==> config.mk <==
export PLATFORM = sky130hd
export DESIGN_NAME = bos_timing_ctrl
export DESIGN_NICKNAME = d
export VERILOG_FILES = /design/src/rtl/bos_timing_ctrl.sv
export SDC_FILE = /design/constraint.sdc
export NUM_CORES = 1
export LEC_CHECK = 0
export BUFFER_PORTS_ARGS = -buffer_cell sky130_fd_sc_hd__buf_4
export CAP_MARGIN = 20
export CORE_ASPECT_RATIO = 0.9
export CORE_MARGIN = 2
export CORE_UTILIZATION = 55
export DETAILED_ROUTE_END_ITERATION = 12
export PLACE_DENSITY = 0.77
export SLEW_MARGIN = 0
export SYNTH_ARGS = -nofsm -noshare
export SYNTH_HDL_FRONTEND = slang
export SYNTH_SLANG_ARGS = --single-unit
==> constraint.sdc <==
create_clock -name sys_clk -period 4.8 [get_ports sys_clk]
set_clock_uncertainty 0.2 [all_clocks]
set_input_delay 0.96 -clock sys_clk [delete_from_list [all_inputs] [get_ports sys_clk]]
set_output_delay 0.96 -clock sys_clk [all_outputs]
set_load 0.05 [all_outputs]
==> src/rtl/bos_timing_ctrl.sv <==
// BOS analog-video timing sequencer: CCD pixel/line/frame strobes,
// DAC sample FIFO pacing and capture write-enable.
module bos_timing_ctrl #(
    parameter int PIX_W  = 12,
    parameter int LINE_W = 12
) (
    input  logic       sys_clk,
    input  logic       rst,
    input  logic       cfg_wr,
    input  logic [2:0] cfg_addr,
    input  logic [7:0] cfg_data,
    input  logic       start,
    input  logic       stop,
    input  logic       smp_empty,
    output logic       smp_rdreq,
    output logic       cap_en,
    output logic       clk_fpga,
    output logic       shp_fpga,
    output logic       shd_fpga,
    output logic       hd_fpga,
    output logic       vd_fpga,
    output logic       clpob_fpga,
    output logic       clpdm_fpga,
    output logic       pblk_fpga,
    output logic       busy,
    output logic       frame_done,
    output logic       underrun,
    output logic       cfg_err
);

    typedef enum logic [1:0] {IDLE, ARM, RUN, STOPPING} state_t;

    state_t            state;
    logic [PIX_W-1:0]  ppl;
    logic [PIX_W-1:0]  pix;
    logic [LINE_W-1:0] lpf;
    logic [LINE_W-1:0] line;
    logic [7:0]        hblank;
    logic [7:0]        clpob_start;
    logic [7:0]        clpob_len;
    logic [7:0]        frames;
    logic [7:0]        fcnt;
    logic [2:0]        phase;

    logic [PIX_W:0] pix_x;
    logic [PIX_W:0] hb_x;
    logic [PIX_W:0] cs_x;
    logic [PIX_W:0] ce_x;
    logic [7:0]     fcnt_nx;
    logic           cfg_ok;
    logic           last_pix;
    logic           last_line;
    logic           last_pos;
    logic           active;
    logic           running;
    logic           final_frame;
    logic           sample_slot;

    assign pix_x       = {1'b0, pix};
    assign hb_x        = (PIX_W+1)'(hblank);
    assign cs_x        = (PIX_W+1)'(clpob_start);
    assign ce_x        = cs_x + (PIX_W+1)'(clpob_len);
    assign cfg_ok      = (ppl != '0) && (lpf != '0) && (hb_x < {1'b0, ppl});
    assign last_pix    = (pix == ppl - PIX_W'(1));
    assign last_line   = (line == lpf - LINE_W'(1));
    assign last_pos    = (phase == 3'd7) && last_pix && last_line;
    assign active      = (pix_x >= hb_x);
    assign running     = (state == RUN) || (state == STOPPING);
    assign fcnt_nx     = (fcnt == 8'hFF) ? fcnt : fcnt + 8'd1;
    assign final_frame = (frames != 8'd0) && (fcnt_nx >= frames);
    assign sample_slot = running && active && (phase == 3'd7);

    // Geometry registers, writable only while the sequencer is idle
    always_ff @(posedge sys_clk or posedge rst) begin
        if (rst) begin
            ppl         <= PIX_W'(16);
            lpf         <= LINE_W'(4);
            hblank      <= 8'd2;
            clpob_start <= 8'd0;
            clpob_len   <= 8'd0;
            frames      <= 8'd1;
        end else if (cfg_wr && (state == IDLE)) begin
            unique case (cfg_addr)
                3'd0: ppl         <= {ppl[PIX_W-1:8], cfg_data};
                3'd1: ppl         <= PIX_W'({cfg_data, ppl[7:0]});
                3'd2: lpf         <= {lpf[LINE_W-1:8], cfg_data};
                3'd3: lpf         <= LINE_W'({cfg_data, lpf[7:0]});
                3'd4: hblank      <= cfg_data;
                3'd5: clpob_start <= cfg_data;
                3'd6: clpob_len   <= cfg_data;
                3'd7: frames      <= cfg_data;
            endcase
        end
    end

    // Run-control FSM, position counters and registered strobe decodes
    always_ff @(posedge sys_clk or posedge rst) begin
        if (rst) begin
            state      <= IDLE;
            busy       <= 1'b0;
            phase      <= '0;
            pix        <= '0;
            line       <= '0;
            fcnt       <= '0;
            clk_fpga   <= 1'b0;
            shp_fpga   <= 1'b1;
            shd_fpga   <= 1'b1;
            hd_fpga    <= 1'b0;
            vd_fpga    <= 1'b0;
            clpob_fpga <= 1'b0;
            clpdm_fpga <= 1'b0;
            pblk_fpga  <= 1'b0;
            cap_en     <= 1'b0;
            smp_rdreq  <= 1'b0;
            frame_done <= 1'b0;
            underrun   <= 1'b0;
            cfg_err    <= 1'b0;
        end else begin
            cfg_err <= 1'b0;
            unique case (state)
                IDLE: begin
                    if (start && !stop) begin
                        if (cfg_ok) begin
                            state    <= ARM;
                            busy     <= 1'b1;
                            fcnt     <= '0;
                            underrun <= 1'b0;
                        end else begin
                            cfg_err <= 1'b1;
                        end
                    end
                end
                ARM: begin
                    if (stop) begin
                        state <= IDLE;
                        busy  <= 1'b0;
                    end else if (!smp_empty) begin
                        state <= RUN;
                    end
                end
                RUN: begin
                    if (last_pos && (stop || final_frame)) begin
                        state <= IDLE;
                        busy  <= 1'b0;
                    end else if (stop) begin
                        state <= STOPPING;
                    end
                end
                STOPPING: begin
                    if (last_pos) begin
                        state <= IDLE;
                        busy  <= 1'b0;
                    end
                end
            endcase

            if (running) begin
                phase <= phase + 3'd1;
                if (phase == 3'd7) begin
                    if (last_pix) begin
                        pix  <= '0;
                        line <= last_line ? '0 : line + LINE_W'(1);
                    end else begin
                        pix <= pix + PIX_W'(1);
                    end
                end
                if (last_pos) begin
                    fcnt <= fcnt_nx;
                end
                if (sample_slot && smp_empty) begin
                    underrun <= 1'b1;
                end
            end

            clk_fpga   <= running && (phase < 3'd4);
            shp_fpga   <= !(running && (phase == 3'd1));
            shd_fpga   <= !(running && (phase == 3'd5));
            hd_fpga    <= running && (pix == '0);
            vd_fpga    <= running && (line == '0);
            clpdm_fpga <= running && (line == '0);
            pblk_fpga  <= running && !active;
            clpob_fpga <= running && (pix_x >= cs_x) && (pix_x < ce_x);
            cap_en     <= running && active;
            smp_rdreq  <= sample_slot && !smp_empty;
            frame_done <= running && last_pos;
        end
    end

endmodule

# == Word level (Yosys, flattened, before mapping) ==
# Index checks and enable logic that the tools add are counted.
# classes
n_addsub,7
order_cmp,6
eq_ne,23
muxes,32
bitwise,4
n_reduce_logical,47
# op_table
operator,n
two-way mux 8 bit,6
case mux 12 bit (2 select lines),2
"adder 12 x 1 -> 12 bit, second input constant",2
== test 12 bit,2
greater-or-equal comparator 12 x 8 -> 1 bit,2
logical NOT 12 bit,2
two-way mux 12 bit,2
nonzero test 12 bit,2
"subtractor 12 x 1 -> 12 bit, second input constant",2
logical AND 1 bit,21
"== test 3 bit, second input constant",6
AND reduction 3 bit,5
two-way mux 2 bit,7
two-way mux 1 bit,13
less-than comparator 12 x 9 -> 1 bit,1
less-than comparator 8 x 12 -> 1 bit,1
AND reduction 2 bit,5
AND reduction 5 bit,2
adder 8 x 8 -> 9 bit,1
"adder 8 x 1 -> 8 bit, second input constant",1
"== test 8 bit, second input constant",1
greater-or-equal comparator 8 bit,1
case mux 2 bit (4 select lines),1
nonzero test 8 bit,1
other kinds (16),30
# totals
regBits,106
out_inout_bits,14

# == Longest topological paths before layout ==
# logic_depth
depth_word,8
depth_mapped,13
ltp_nobuf,13

# == Worst setup path after synthesis ==
# Ideal clock, no wire load.
# synth_path
path_kind,flip-flop to flip-flop
from,register ppl[0]
to,register fcnt[2]
setup_time_ns,0.139
t_arrival_ns,2.879
t_required_ns,4.461
slack_ns,1.582
path_stages_with_launch,11
path_cell_list,dfrtp_1 > inv_1 > ha_1 > or4b_4 > o21ai_0 > o31ai_1 > a211o_1 > or4_1 > buf_2 > o311ai_0 > o31ai_1
# synth_between
elab_chain_cells,8
word_cells_on_any_way,13
cone_classes,add/sub: 1; order compare: 1; eq/ne: 1; mux: 5; reduce/logical: 5
# synth_lines
element,line,rtl
start: declaration,34,logic [PIX_W-1:0] ppl;
start signal: assignment,84,"3'd0: ppl <= {ppl[PIX_W-1:8], cfg_data};"
start signal: assignment,85,"3'd1: ppl <= PIX_W'({cfg_data, ppl[7:0]});"
"parallel branches: the longest is 7 deep, another holds subtractor 12 x 1 -> 12 bit",-,
two-way mux 8 bit *,157,if (running) begin
end signal: assignment,168,fcnt <= fcnt_nx;
end: declaration,42,logic [7:0] fcnt;
# Mark *: on every way between the ends.
# A chain may end at the register's enable or synchronous reset.

# == Final worst setup path ==
# layout_path
from,register ppl[0]
to,register fcnt[3]
# Same word-level chain as after synthesis.

==> impl_metrics.toml <==
[run_status]
outcome = "complete, no violations"

[synthesis]
syn_avg_cell_area_um2 = 9.46
synth_edf_count = 0
synth_most_common_cell = "dfrtp_1"
ys_ff_latch = 106
async_flop_share = 1.00
ys.flop_type = "dfrtp_1"
yosysTopAreaCell = "dfrtp_1"
yosys.area.top_type_share = 0.371
synth_cells = 714
synth_commonest_cells = "dfrtp_1, nand2_1, ha_1, o21ai_0, inv_1"
synth_area_leaders = "dfrtp_1, ha_1, mux2_2"
syn_area_um2 = 6750
synthesis.nets = 789
ys_seq_area_frac = 0.394
ys.warnings.count = 0
synthDistinctLibCells = 60

[critical_path]
critPathRequiredTime_ns = 4.89
worst_r2r_path_depth = 9
end_kind = "flop"
crit_fanout = 11
path_class = "flop to flop"
start_kind = "flop"
critPathArrivalTime_ns = 3.83

[grt]
grt_pass1_vias = 5417
grt_max_degree = 41
grt.overflow.total = 0
grt_antenna_before_repair = 0
grt_first_pass_wirelength_um = 27000
grtUsageTotal = 0.266

[place]
gp_congestion = 0.878
port-buffer-count = 30
dpl_cell_area_um2 = 7090
pre_cts_ws_ns = 1.11
place_hpwl_um = 12000

[power_and_ir_drop]
clockPowerShare = 0.437
seqPwrFrac = 0.534
p_leak_nw = 3.35
netSwitchingPower_w = 0.000404
peakVddDrop_mv = 0.237
power.share.switching = 0.242
p_int_w = 0.00127
cellPowerDensity_nw_per_um2 = 226
power_frac_comb = 0.029

[clocking]
clk_path_buf_depth = 2
root_buffer = "clkbuf_16"
cts.reportedPaths.clkPinSlew_ns = 0.08
hold_buffers = 0
clkLatencyLatePin_ns = 0.36
post_cts_buffers = 0
htreeDepth = 3
clock-sinks = 106
numCtsBuffers = 9
ctsResizeCount = 0
cts_tree = "yes"

[finish]
fin_nets = 804
area_growth_pct = 9.32
num_antenna_cells = 0
drive_above_1_share = 0.147
postLayoutCellArea_um2 = 7380
final_util = 0.614

[floorplanning]
start_util = 0.561
ioPinCount = 31
die_area_um2 = 13200
std_cell_rows = 38
die_w_um = 121
core-area_um2 = 12000
die_h_um = 109

[detailed_routing]
vias = 5499
postRouteAntennaNets = 0
viasPerCell = 6.15
wl_um = 16400
wl_per_cell_um = 18.4
first_iter_violations = 483
drc = 0
dr.pass1.iters = 5

[timing]
fin_hold_ws_ns = 0.291
rsz0062_at_grt = "false"
fin_crit_ns = 3.75
max_slew.worst_pin.slew_ns = 0.883
fin_ws_ns = 1.05
hold_viol = 0
max_slew_margin = 0.407
report.final.slew_viol_count = 0
max_freq_mhz = 267
fin_setup_tns_ns = 0
finalSetupViolations = 0
period_share = 0.780

[min_path]
min_path_cells = 1
min_path_type = "flop to flop"

[run]
cap_violations = 0
-- registers in the layout (all words and copies together) (netlist names), 2 cells and up --
| signal | count |
|---|---|
| fcnt | 8 |
| ppl | 12 |
| line | 12 |
| frames | 8 |
| hblank | 8 |
| state | 2 |
| phase | 3 |
| clpob_start | 8 |
| pix | 12 |
| clpob_len | 8 |
| lpf | 12 |
-- final timing paths --
check                          from        to  slack [ns]
setup / recovery             ppl[0]   fcnt[3]        1.05
hold / removal             phase[2]  shd_fpga        0.29
setup reg to reg             ppl[0]   fcnt[3]        1.05
hold reg to reg            phase[2]  shd_fpga        0.29
max in group asynchronous       rst  shd_fpga        3.09
min in group asynchronous       rst    lpf[4]        0.44
-- layout make-up --
type / instances / area, um^2
Clock inverter: 7 / 58.8
Fill cell: 987 / 4650
Sequential cell: 106 / 2660
Multi-Input combinational cell: 528 / 3780
Inverter: 48 / 183
Tap cell: 160 / 200
Clock buffer: 9 / 225
Timing Repair Buffer: 36 / 270
-- cells by family after synthesis --
logic type,count (synthesis),share of synthesized area
xor+xnor,46,0.0597
buf+inv,80,0.0465
compound gates,144,0.138
flops,106,0.394
simple gates,243,0.192
mux,37,0.0612
fa+ha+maj,58,0.109
-- worst max-delay path: stages (launching register included) --
cell     delay, ns
dfrtp_1       0.45
inv_1         0.10
ha_1          0.23
or4b_4        0.53
o21ai_0       0.18
o31ai_1       0.10
a211o_1       0.39
or4_1         0.76
or4_1         0.57
a21oi_1       0.16
-- metrics by stage --
stage / cells / power, W
detailed placement: 877 / 0.000959
floorplan: 714 / 0.000929
CTS: 893 / 0.00168
global route: 894 / 0.00173
global placement: 877 / 0.000959
finish: 894 / 0.00167
-- routing by layer --
metal	GRT usage	share of wire	up-vias	wire, um
met4	0.0764	0.021	0	339
met1	0.361	0.46	2714	7540
met3	0.0554	0.058	24	945
met5	0	0	-	0
li1	-	-	2580	-
met2	0.434	0.46	181	7600
-- layout by cell type, fill, tap and decap left out, types with 28 or more instances in the layout --
master,count
xnor2_1,28
nand2_1,63
nand3_1,29
nor2_1,33
buf_4,36
o21ai_0,51
mux2_2,34
dfrtp_1,100
inv_1,47
ha_1,57
-- power groups by stage --
| stage | clock network (W) | registers, W | logic [W] |
|---|---|---|---|
| after global routing | 0.000778 | 0.000892 | 0.0000549 |
| after floorplan | 0 | 0.000910 | 0.0000181 |
| final | 0.000730 | 0.000892 | 0.0000490 |
| after global placement | 0 | 0.000910 | 0.0000486 |
| after detailed placement | 0 | 0.000910 | 0.0000494 |
| after CTS | 0.000739 | 0.000892 | 0.0000497 |
Note: power is estimated with default switching activity, not from simulation.
